==> src/rtl/rx_pkg.sv <==
// Shared definitions for the RX deserializer: FSM state encoding, legal
// width bounds and the parity check helper.
package rx_pkg;

    localparam int DATA_WIDTH_MIN = 32'd5;
    localparam int DATA_WIDTH_MAX = 32'd9;

    typedef logic [1:0] rx_state_t;

    localparam rx_state_t ST_IDLE   = 2'd0;
    localparam rx_state_t ST_DATA   = 2'd1;
    localparam rx_state_t ST_PARITY = 2'd2;
    localparam rx_state_t ST_STOP   = 2'd3;

    // True when the received parity bit does not match the configured sense.
    function automatic logic parity_fail(input logic data_xor,
                                         input logic parity_bit,
                                         input logic odd);
        return ((data_xor ^ parity_bit) != odd);
    endfunction

endpackage

==> src/rtl/rx_shift_reg.sv <==
// Data shift register with selectable bit order and a running XOR of all
// shifted-in bits.
module rx_shift_reg
    import rx_pkg::*;
#(
    parameter int DATA_WIDTH = 8,
    parameter int LSB_FIRST  = 1
) (
    input  logic                  clk_i,
    input  logic                  rst_i,
    input  logic                  clear_i,
    input  logic                  shift_i,
    input  logic                  bit_i,
    output logic [DATA_WIDTH-1:0] data_o,
    output logic                  parity_o
);

    logic [DATA_WIDTH-1:0] data_q;
    logic [DATA_WIDTH-1:0] data_d;
    logic                  parity_q;
    logic                  parity_d;

    // Next-state: clear wins, otherwise shift in the new bit in configured order.
    always_comb begin
        data_d   = data_q;
        parity_d = parity_q;
        if (clear_i) begin
            data_d   = {DATA_WIDTH{1'b0}};
            parity_d = 1'b0;
        end else if (shift_i) begin
            if (LSB_FIRST != 0) begin
                data_d = {bit_i, data_q[DATA_WIDTH-1:1]};
            end else begin
                data_d = {data_q[DATA_WIDTH-2:0], bit_i};
            end
            parity_d = parity_q ^ bit_i;
        end else begin
            data_d   = data_q;
            parity_d = parity_q;
        end
    end

    // Shift register and running parity state.
    always_ff @(posedge clk_i or posedge rst_i) begin
        if (rst_i) begin
            data_q   <= {DATA_WIDTH{1'b0}};
            parity_q <= 1'b0;
        end else begin
            data_q   <= data_d;
            parity_q <= parity_d;
        end
    end

    assign data_o   = data_q;
    assign parity_o = parity_q;

endmodule

==> src/rtl/rx_param_deserializer.sv <==
// UART-style receive deserializer: frame FSM, one-word holding register with
// valid/ready hand-off, and frame/parity/overrun error reporting.
module rx_param_deserializer
    import rx_pkg::*;
#(
    parameter int DATA_WIDTH = 8,
    parameter int LSB_FIRST  = 1,
    parameter int PARITY_EN  = 0,
    parameter int PARITY_ODD = 0
) (
    input  logic                  clk_based_on_prescale,
    input  logic                  asy_reset,
    input  logic                  frame_start,
    input  logic                  sampled_data,
    input  logic                  sampled_data_valid,
    output logic [DATA_WIDTH-1:0] parallel_data,
    output logic                  data_valid,
    input  logic                  data_ready,
    output logic                  parity_err,
    output logic                  frame_err,
    output logic                  overrun_err,
    output logic                  busy
);

    if ((DATA_WIDTH < DATA_WIDTH_MIN) || (DATA_WIDTH > DATA_WIDTH_MAX)) begin : g_width_check
        $error("rx_param_deserializer: DATA_WIDTH %0d outside legal range", DATA_WIDTH);
    end

    localparam int               CNT_W    = $clog2(DATA_WIDTH + 1);
    localparam logic [CNT_W-1:0] CNT_LAST = CNT_W'(DATA_WIDTH - 1);
    localparam logic             ODD_SEL  = (PARITY_ODD != 0) ? 1'b1 : 1'b0;

    rx_state_t             state_q;
    rx_state_t             state_d;
    logic [CNT_W-1:0]      cnt_q;
    logic [CNT_W-1:0]      cnt_d;
    logic                  perr_pend_q;
    logic                  perr_pend_d;
    logic [DATA_WIDTH-1:0] pdata_q;
    logic [DATA_WIDTH-1:0] pdata_d;
    logic                  dvalid_q;
    logic                  dvalid_d;
    logic                  perr_q;
    logic                  perr_d;
    logic                  ferr_q;
    logic                  ferr_d;
    logic                  ovr_q;
    logic                  ovr_d;
    logic                  busy_q;
    logic                  busy_d;

    logic                  qual_s;
    logic                  shift_s;
    logic                  commit_s;
    logic                  stop_bad_s;
    logic                  load_s;
    logic                  drop_s;
    logic [DATA_WIDTH-1:0] shreg_data_s;
    logic                  shreg_par_s;

    // frame_start outranks a same-cycle sample, so that bit is never consumed.
    assign qual_s     = sampled_data_valid && (state_q != ST_IDLE) && !frame_start;
    assign shift_s    = qual_s && (state_q == ST_DATA);
    assign commit_s   = qual_s && (state_q == ST_STOP) && sampled_data;
    assign stop_bad_s = qual_s && (state_q == ST_STOP) && !sampled_data;
    assign load_s     = commit_s && (!dvalid_q || data_ready);
    assign drop_s     = commit_s && dvalid_q && !data_ready;

    rx_shift_reg #(
        .DATA_WIDTH (DATA_WIDTH),
        .LSB_FIRST  (LSB_FIRST)
    ) u_shift_reg (
        .clk_i    (clk_based_on_prescale),
        .rst_i    (asy_reset),
        .clear_i  (frame_start),
        .shift_i  (shift_s),
        .bit_i    (sampled_data),
        .data_o   (shreg_data_s),
        .parity_o (shreg_par_s)
    );

    // Frame FSM, bit counter and latched parity verdict.
    always_comb begin
        state_d     = state_q;
        cnt_d       = cnt_q;
        perr_pend_d = perr_pend_q;
        if (frame_start) begin
            state_d     = ST_DATA;
            cnt_d       = {CNT_W{1'b0}};
            perr_pend_d = 1'b0;
        end else if (qual_s) begin
            case (state_q)
                ST_DATA: begin
                    cnt_d = cnt_q + CNT_W'(1);
                    if (cnt_q == CNT_LAST) begin
                        state_d = (PARITY_EN != 0) ? ST_PARITY : ST_STOP;
                    end else begin
                        state_d = ST_DATA;
                    end
                end
                ST_PARITY: begin
                    perr_pend_d = parity_fail(shreg_par_s, sampled_data, ODD_SEL);
                    state_d     = ST_STOP;
                end
                ST_STOP: begin
                    state_d = ST_IDLE;
                end
                default: begin
                    state_d = ST_IDLE;
                end
            endcase
        end else begin
            state_d     = state_q;
            cnt_d       = cnt_q;
            perr_pend_d = perr_pend_q;
        end
    end

    // Holding register: load on commit when free or being drained, else hold.
    always_comb begin
        pdata_d  = pdata_q;
        perr_d   = perr_q;
        dvalid_d = dvalid_q;
        if (load_s) begin
            pdata_d  = shreg_data_s;
            perr_d   = (PARITY_EN != 0) ? perr_pend_q : 1'b0;
            dvalid_d = 1'b1;
        end else if (dvalid_q && data_ready) begin
            dvalid_d = 1'b0;
        end else begin
            dvalid_d = dvalid_q;
        end
        ferr_d = stop_bad_s;
        ovr_d  = drop_s;
        busy_d = (state_d != ST_IDLE);
    end

    // All state and output registers.
    always_ff @(posedge clk_based_on_prescale or posedge asy_reset) begin
        if (asy_reset) begin
            state_q     <= ST_IDLE;
            cnt_q       <= {CNT_W{1'b0}};
            perr_pend_q <= 1'b0;
            pdata_q     <= {DATA_WIDTH{1'b0}};
            dvalid_q    <= 1'b0;
            perr_q      <= 1'b0;
            ferr_q      <= 1'b0;
            ovr_q       <= 1'b0;
            busy_q      <= 1'b0;
        end else begin
            state_q     <= state_d;
            cnt_q       <= cnt_d;
            perr_pend_q <= perr_pend_d;
            pdata_q     <= pdata_d;
            dvalid_q    <= dvalid_d;
            perr_q      <= perr_d;
            ferr_q      <= ferr_d;
            ovr_q       <= ovr_d;
            busy_q      <= busy_d;
        end
    end

    assign parallel_data = pdata_q;
    assign data_valid    = dvalid_q;
    assign parity_err    = perr_q;
    assign frame_err     = ferr_q;
    assign overrun_err   = ovr_q;
    assign busy          = busy_q;

endmodule

==> config.mk <==
export PLATFORM = sky130hd
export DESIGN_NAME = rx_param_deserializer
export DESIGN_NICKNAME = d
export VERILOG_FILES = /design/src/rtl/rx_pkg.sv /design/src/rtl/rx_shift_reg.sv /design/src/rtl/rx_param_deserializer.sv
export SDC_FILE = /design/constraint.sdc
export NUM_CORES = 1
export LEC_CHECK = 0
export ABC_AREA = 1
export BUFFER_PORTS_ARGS = -buffer_cell sky130_fd_sc_hd__clkbuf_2
export CAP_MARGIN = 20
export CORE_ASPECT_RATIO = 1.4
export CORE_MARGIN = 2
export CORE_UTILIZATION = 50
export CTS_CLUSTER_SIZE = 40
export DETAILED_ROUTE_END_ITERATION = 10
export PLACE_DENSITY = 0.69
export SETUP_SLACK_MARGIN = 0.2
export SKIP_CTS_REPAIR_TIMING = 1
export SLEW_MARGIN = 20
export SYNTH_ARGS = -nofsm -noshare
export SYNTH_HDL_FRONTEND = slang
export SYNTH_SLANG_ARGS = --single-unit
export TNS_END_PERCENT = 10
==> constraint.sdc <==
create_clock -name clk_based_on_prescale -period 1.4 [get_ports clk_based_on_prescale]
set_input_delay 0.14 -clock clk_based_on_prescale [delete_from_list [all_inputs] [get_ports clk_based_on_prescale]]
set_output_delay 0.14 -clock clk_based_on_prescale [all_outputs]
set_load 0.05 [all_outputs]
==> Yosys cells after proc, flatten, opt, wreduce, memory -nomap -nowiden <==
Index checks and enable logic that the tools add are counted.
{ "totals": {"inputBits": 6, "out_inout_bits": 13, "register_bits": 26, "word_cells": 46} }
{ "classes": {"n_eq_ne": 4, "addsub": 1, "n_reduce_logical": 22, "mux": 11} }
{ "ops": {"columns": ["cell", "count"], "rows": [
  ["2-to-1 mux 8 bit", 2],
  ["2-to-1 mux 4 bit", 3],
  ["nonzero test 2 bit", 6],
  ["logical AND 1 bit", 10],
  ["2-to-1 mux 2 bit", 3],
  ["adder 4 x 1 -> 4 bit, second input constant", 1],
  ["== test 2 bit, second input constant", 2],
  ["== test 4 x 3 -> 1 bit, second input constant", 1],
  ["logical NOT 1 bit", 4],
  ["case mux 2 bit (2 select lines)", 1],
  ["== test 2 x 1 -> 1 bit, second input constant", 1],
  ["2-to-1 mux 1 bit", 2],
  ["AND reduction 2 bit", 1],
  ["logical OR 1 bit", 1]
]} }

==> Depth between registers and ports, before layout <==
{ "depth": {"ltp_word": 7, "depth_mapped": 8, "mapped_depth_nobuf": 8} }

==> Hierarchy <==
From an unflattened synthesis, not the netlist that was laid out.
{ "hier_totals": {"cells_unflattened": 144, "area_unflattened_um2": 1300.0} }
{ "by_module_without_submodules": {"columns": ["mod", "n_inst", "seq_area_each_um2", "area_each_um2", "cells_per_inst"], "rows": [
  ["rx_param_deserializer", 1, 450.4, 930.9, 103],
  ["rx_shift_reg", 1, 225.2, 369.1, 41]
]} }

==> Worst setup path before layout <==
No wires, ideal clock.
{ "synth_timing": {"path_type": "reg2reg", "from": "register state_q[0]", "to": "register pdata_q[0] (netlist: parallel_data[0])", "arrival_ns": 1.151, "path_stages_with_launch": 9, "period_less_slack_ns": 1.270, "required_time_ns": 1.281, "setup_ns": 0.119, "slack_ns": 0.130, "path_cell_list": "dfrtp_1 -> inv_1 -> ha_1 -> inv_2 -> nand2_2 -> nor2_4 -> nand4_4 -> nand2_1 -> nand2_1"} }
{ "synth_between": {"elab_chain_cells": 6} }
{ "synth_lines": {"columns": ["element", "line_no", "text"], "rows": [
  ["start, declared", "rx_param_deserializer.sv:33", "rx_state_t state_q;"],
  ["start signal, assigned", "rx_param_deserializer.sv:151", "state_q <= state_d;"],
  ["nonzero test 2 bit", "rx_param_deserializer.sv:62", "assign qual_s = sampled_data_valid && (state_q != ST_IDLE) && !frame_start;"],
  ["logical AND 1 bit (2 in series)", "rx_param_deserializer.sv:62", null],
  ["logical AND 1 bit (*) (2 in series)", "rx_param_deserializer.sv:64", "assign commit_s = qual_s && (state_q == ST_STOP) && sampled_data;"],
  ["logical AND 1 bit (*)", "rx_param_deserializer.sv:66", "assign load_s = commit_s && (!dvalid_q || data_ready);"],
  ["end signal, assigned", "rx_param_deserializer.sv:144", "pdata_q <= {DATA_WIDTH{1'b0}};"],
  ["end signal, assigned", "rx_param_deserializer.sv:154", "pdata_q <= pdata_d;"],
  ["end, declared", "rx_param_deserializer.sv:39", "logic [DATA_WIDTH-1:0] pdata_q;"]
]} }
Every way passes the cells marked *; elsewhere a longest branch is shown, timed or not.
A chain may end at the register's enable or synchronous reset.

==> Worst setup path in the final report <==
{ "layout_timing": {"from": "register state_q[0]", "to": "register u_shift_reg.data_q[1] (netlist: u_shift_reg.data_o[1])"} }
{ "layout_between": {"elab_chain_cells": 5} }
{ "layout_lines": {"columns": ["element", "line_no", "text"], "rows": [
  ["nonzero test 2 bit", "rx_param_deserializer.sv:62", null],
  ["logical AND 1 bit (2 in series)", "rx_param_deserializer.sv:62", null],
  ["logical AND 1 bit (*)", "rx_param_deserializer.sv:63", "assign shift_s = qual_s && (state_q == ST_DATA);"],
  ["nonzero test 2 bit (no line) (*)", null, null],
  ["end signal, assigned", "rx_shift_reg.sv:46", "data_q <= {DATA_WIDTH{1'b0}};"],
  ["end signal, assigned", "rx_shift_reg.sv:49", "data_q <= data_d;"],
  ["end, declared", "rx_shift_reg.sv:18", "logic [DATA_WIDTH-1:0] data_q;"]
]} }
Marks and branches as above.

==> metrics.md <==
| Metric | Value |
|---|---|
| Share of cells above drive strength 1 | `31.4%` |
| H-tree levels | `1` |
| Synth Register Bits | `26` |
| Leakage | `0.000798 µW` |
| RSZ-0062 raised after global routing | `yes` |
| Worst-path fanout max | `4` |
| Routability cong. | `0.763` |
| Status | `finished, final reports clean` |
| Die Y-Extent | `63.3 µm` |
| First-pass GRT wire length | `3.65 mm` |
| Syn nets | `143` |
| Peak VDD IR | `636 µV` |
| Final ANT Viol Nets | `0` |
| Crit path DAT | `1.61 ns` |
| Period utilization | `98.1%` |
| IO Pins | `19` |
| Fin. Hold Viols | `0` |
| Final Power | `1330 µW` |
| Seq. cell area | `651 µm²` |
| Classification of the worst-slack hold path | `in -> reg` |
| Setup violators final | `0` |
| CP startpoint kind | `flip-flop` |
| Multi-input gate area | `543 µm²` |
| Avg Cell Area, Syn | `9.52 µm²` |
| Total global routing overflow | `0` |
| PortBufs | `17` |
| Via Count | `964` |
| Die X | `46.4 µm` |
| Via density | `4.99` |
| Highest routed metal layer | `met4` |
| Placed inst area | `1390 µm²` |
| Final min period | `1.37 ns` |
| YS warnings | `0` |
| CTS Sinks | `26` |
| Met2 Wirelength | `1.31 mm` |
| Core Area | `2390 µm²` |
| DIE AREA | `2930 µm²` |
| Number of global-route vias before repair | `858` |
| # diodes | `0` |
| Cell Area, Synth | `1260 µm²` |
| PD cells | `881 nW/µm²` |
| CTS Buffer Depth | `2` |
| DR DRC count | `0` |
| Root Buffer | `clkbuf_4` |
| Post-DR wirelength/cell | `12.0 µm` |
| HPWL Detailed | `1.64 mm` |
| TritonCTS Buffers | `3` |
| CP endpoint kind | `flip-flop` |
| Post-synth cell types | `26` |
| Rows | `21` |
| CP Class | `reg -> reg` |
| # Max-Cap Violations | `0` |
| Initial core utilization | `52.5%` |
| Latest clock arrival within the worst-skew pair | `0.31 ns` |
| Antenna violations before repair | `0` |
| Tot GR Track Use | `16.5%` |
| Max Slew Vio Count | `0` |
| Nets@finish | `171` |
| Largest net degree at the start of global routing | `27` |
| Met3 Routed Length | `62 µm` |
| Final wirelength | `2.33 mm` |
| Sequential area share after synthesis | `51.8%` |
| TritonCTS clock tree | `yes` |
| Metal-1 WL | `930 µm` |
| Final instance area | `1510 µm²` |
| Setup Skew | `0.00279 ns` |
| FMAX | `728 MHz` |
| Fillers | `187` |
| DRT Pass-1 Iters | `4` |
| Reg clk slew, reported paths | `0.13 ns` |
| Area grow syn2layout | `20.0%` |
| Starting DRC count in detailed routing | `35` |
| Mapped Cells | `132` |
| Worst EP required | `1.63 ns` |
| Setup TNS | `0 ns` |
-- final timing paths --
| check | start | to | slack [ns] | cells past startpoint |
|---|---|---|---|---|
| max | state_q[0]$_DFF_PP0_ | u_shift_reg.data_o[1]$_DFFE_PP0P_ | 0.03 | 8 |
| min | frame_start | cnt_q[0]$_DFFE_PP0P_ | 0.15 | 2 |
| max reg2reg | state_q[0]$_DFF_PP0_ | u_shift_reg.data_o[1]$_DFFE_PP0P_ | 0.03 | 8 |
| min reg2reg | parallel_data[1]$_DFFE_PP0P_ | parallel_data[1]$_DFFE_PP0P_ | 0.49 | 2 |
| max in group asynchronous | asy_reset | state_q[1]$_DFF_PP0_ | 0.75 | 4 |
| min in group asynchronous | asy_reset | parallel_data[1]$_DFFE_PP0P_ | 0.41 | 4 |
-- registers in the layout, indices dropped and copies added (netlist names) --
signal	flops
overrun_err	1
parallel_data	8
u_shift_reg.data_o	8
state_q	2
cnt_q	4
data_valid	1
frame_err	1
busy	1
-- synthesized netlist by cell type (all sizes together) --
cell type	n	area share [%]
nor2	9	5.0
xor2	2	1.4
nand3	14	7.0
nand2	32	10
o22ai	1	0.50
nand4	9	5.7
a21oi	2	0.80
ha	5	5.0
buf	5	3.2
o31ai	2	1.2
nor3	1	0.40
conb	1	0.30
inv	17	5.3
dfrtp	26	52
o21ai	6	2.4
-- layout make-up --
type	instances	share of cell area, %
Timing Repair Buffer	27	11.0
Sequential cell	26	43.2
Clock buffer	4	2.41
Tap cell	34	2.82
Inverter	17	4.56
Multi-Input combinational cell	85	36.0
-- critical path: stages, from the launching register on --
cell and delay (ns):
dfrtp_1 0.43, inv_2 0.07, ha_4 0.16, inv_4 0.08
nand2_4 0.06, nor2_4 0.14, buf_4 0.13, nand2_1 0.07
o22ai_1 0.15
-- cells by family after synthesis --
group | after synthesis | share of synthesized area [%]
adder cells (fa/ha/maj) | 5 | 4.98
flip-flops | 26 | 51.8
AND/OR/NAND/NOR | 65 | 28.2
buffers and inverters | 22 | 8.47
AO/OA/AOI/OAI | 11 | 4.88
XOR/XNOR | 2 | 1.39
other | 1 | 0.299
-- power breakdown --
group | switching (µW) | internal [µW] | total, µW
Combinational | 120 | 64.3 | 184
Clock | 208 | 159 | 366
Sequential | 12.2 | 766 | 778
Total | 340 | 989 | 1330
-- layout by cell type (no fill, tap or decap), types with 2 or more instances in the layout --
cell type,instances
nand2_2,3
xor2_1,2
a21oi_1,2
o21ai_1,6
nand2_1,28
buf_4,8
nand4_1,8
nand3_4,2
ha_1,3
clkbuf_4,3
nor2_4,2
dfrtp_1,26
nand3_1,12
o31ai_1,2
nor2_2,3
inv_2,3
nor2_1,4
inv_4,2
inv_1,12
clkbuf_2,17
-- routing by layer --
layer	GRT usage [%]	vias up
met5	0	-
met4	4.64	0
met3	1.72	2
met2	28.3	23
met1	21.0	455
li1	-	484
-- through the flow --
| step | hold WS (ns) | utilization (%) | std cells | setup slack [ns] |
|---|---|---|---|---|
| floorplan | 0.180 | - | 132 | 0.130 |
| global placement | 0.187 | 58.1 | 184 | 0.0366 |
| detailed placement | 0.197 | 58.1 | 184 | -0.0179 |
| CTS | -0.149 | 59.6 | 188 | -0.0406 |
| global route | 0.144 | 63.1 | 193 | -0.0496 |
| finish | 0.148 | 63.1 | 193 | 0.0262 |
No activity file was read; power rests on OpenSTA's default activity.
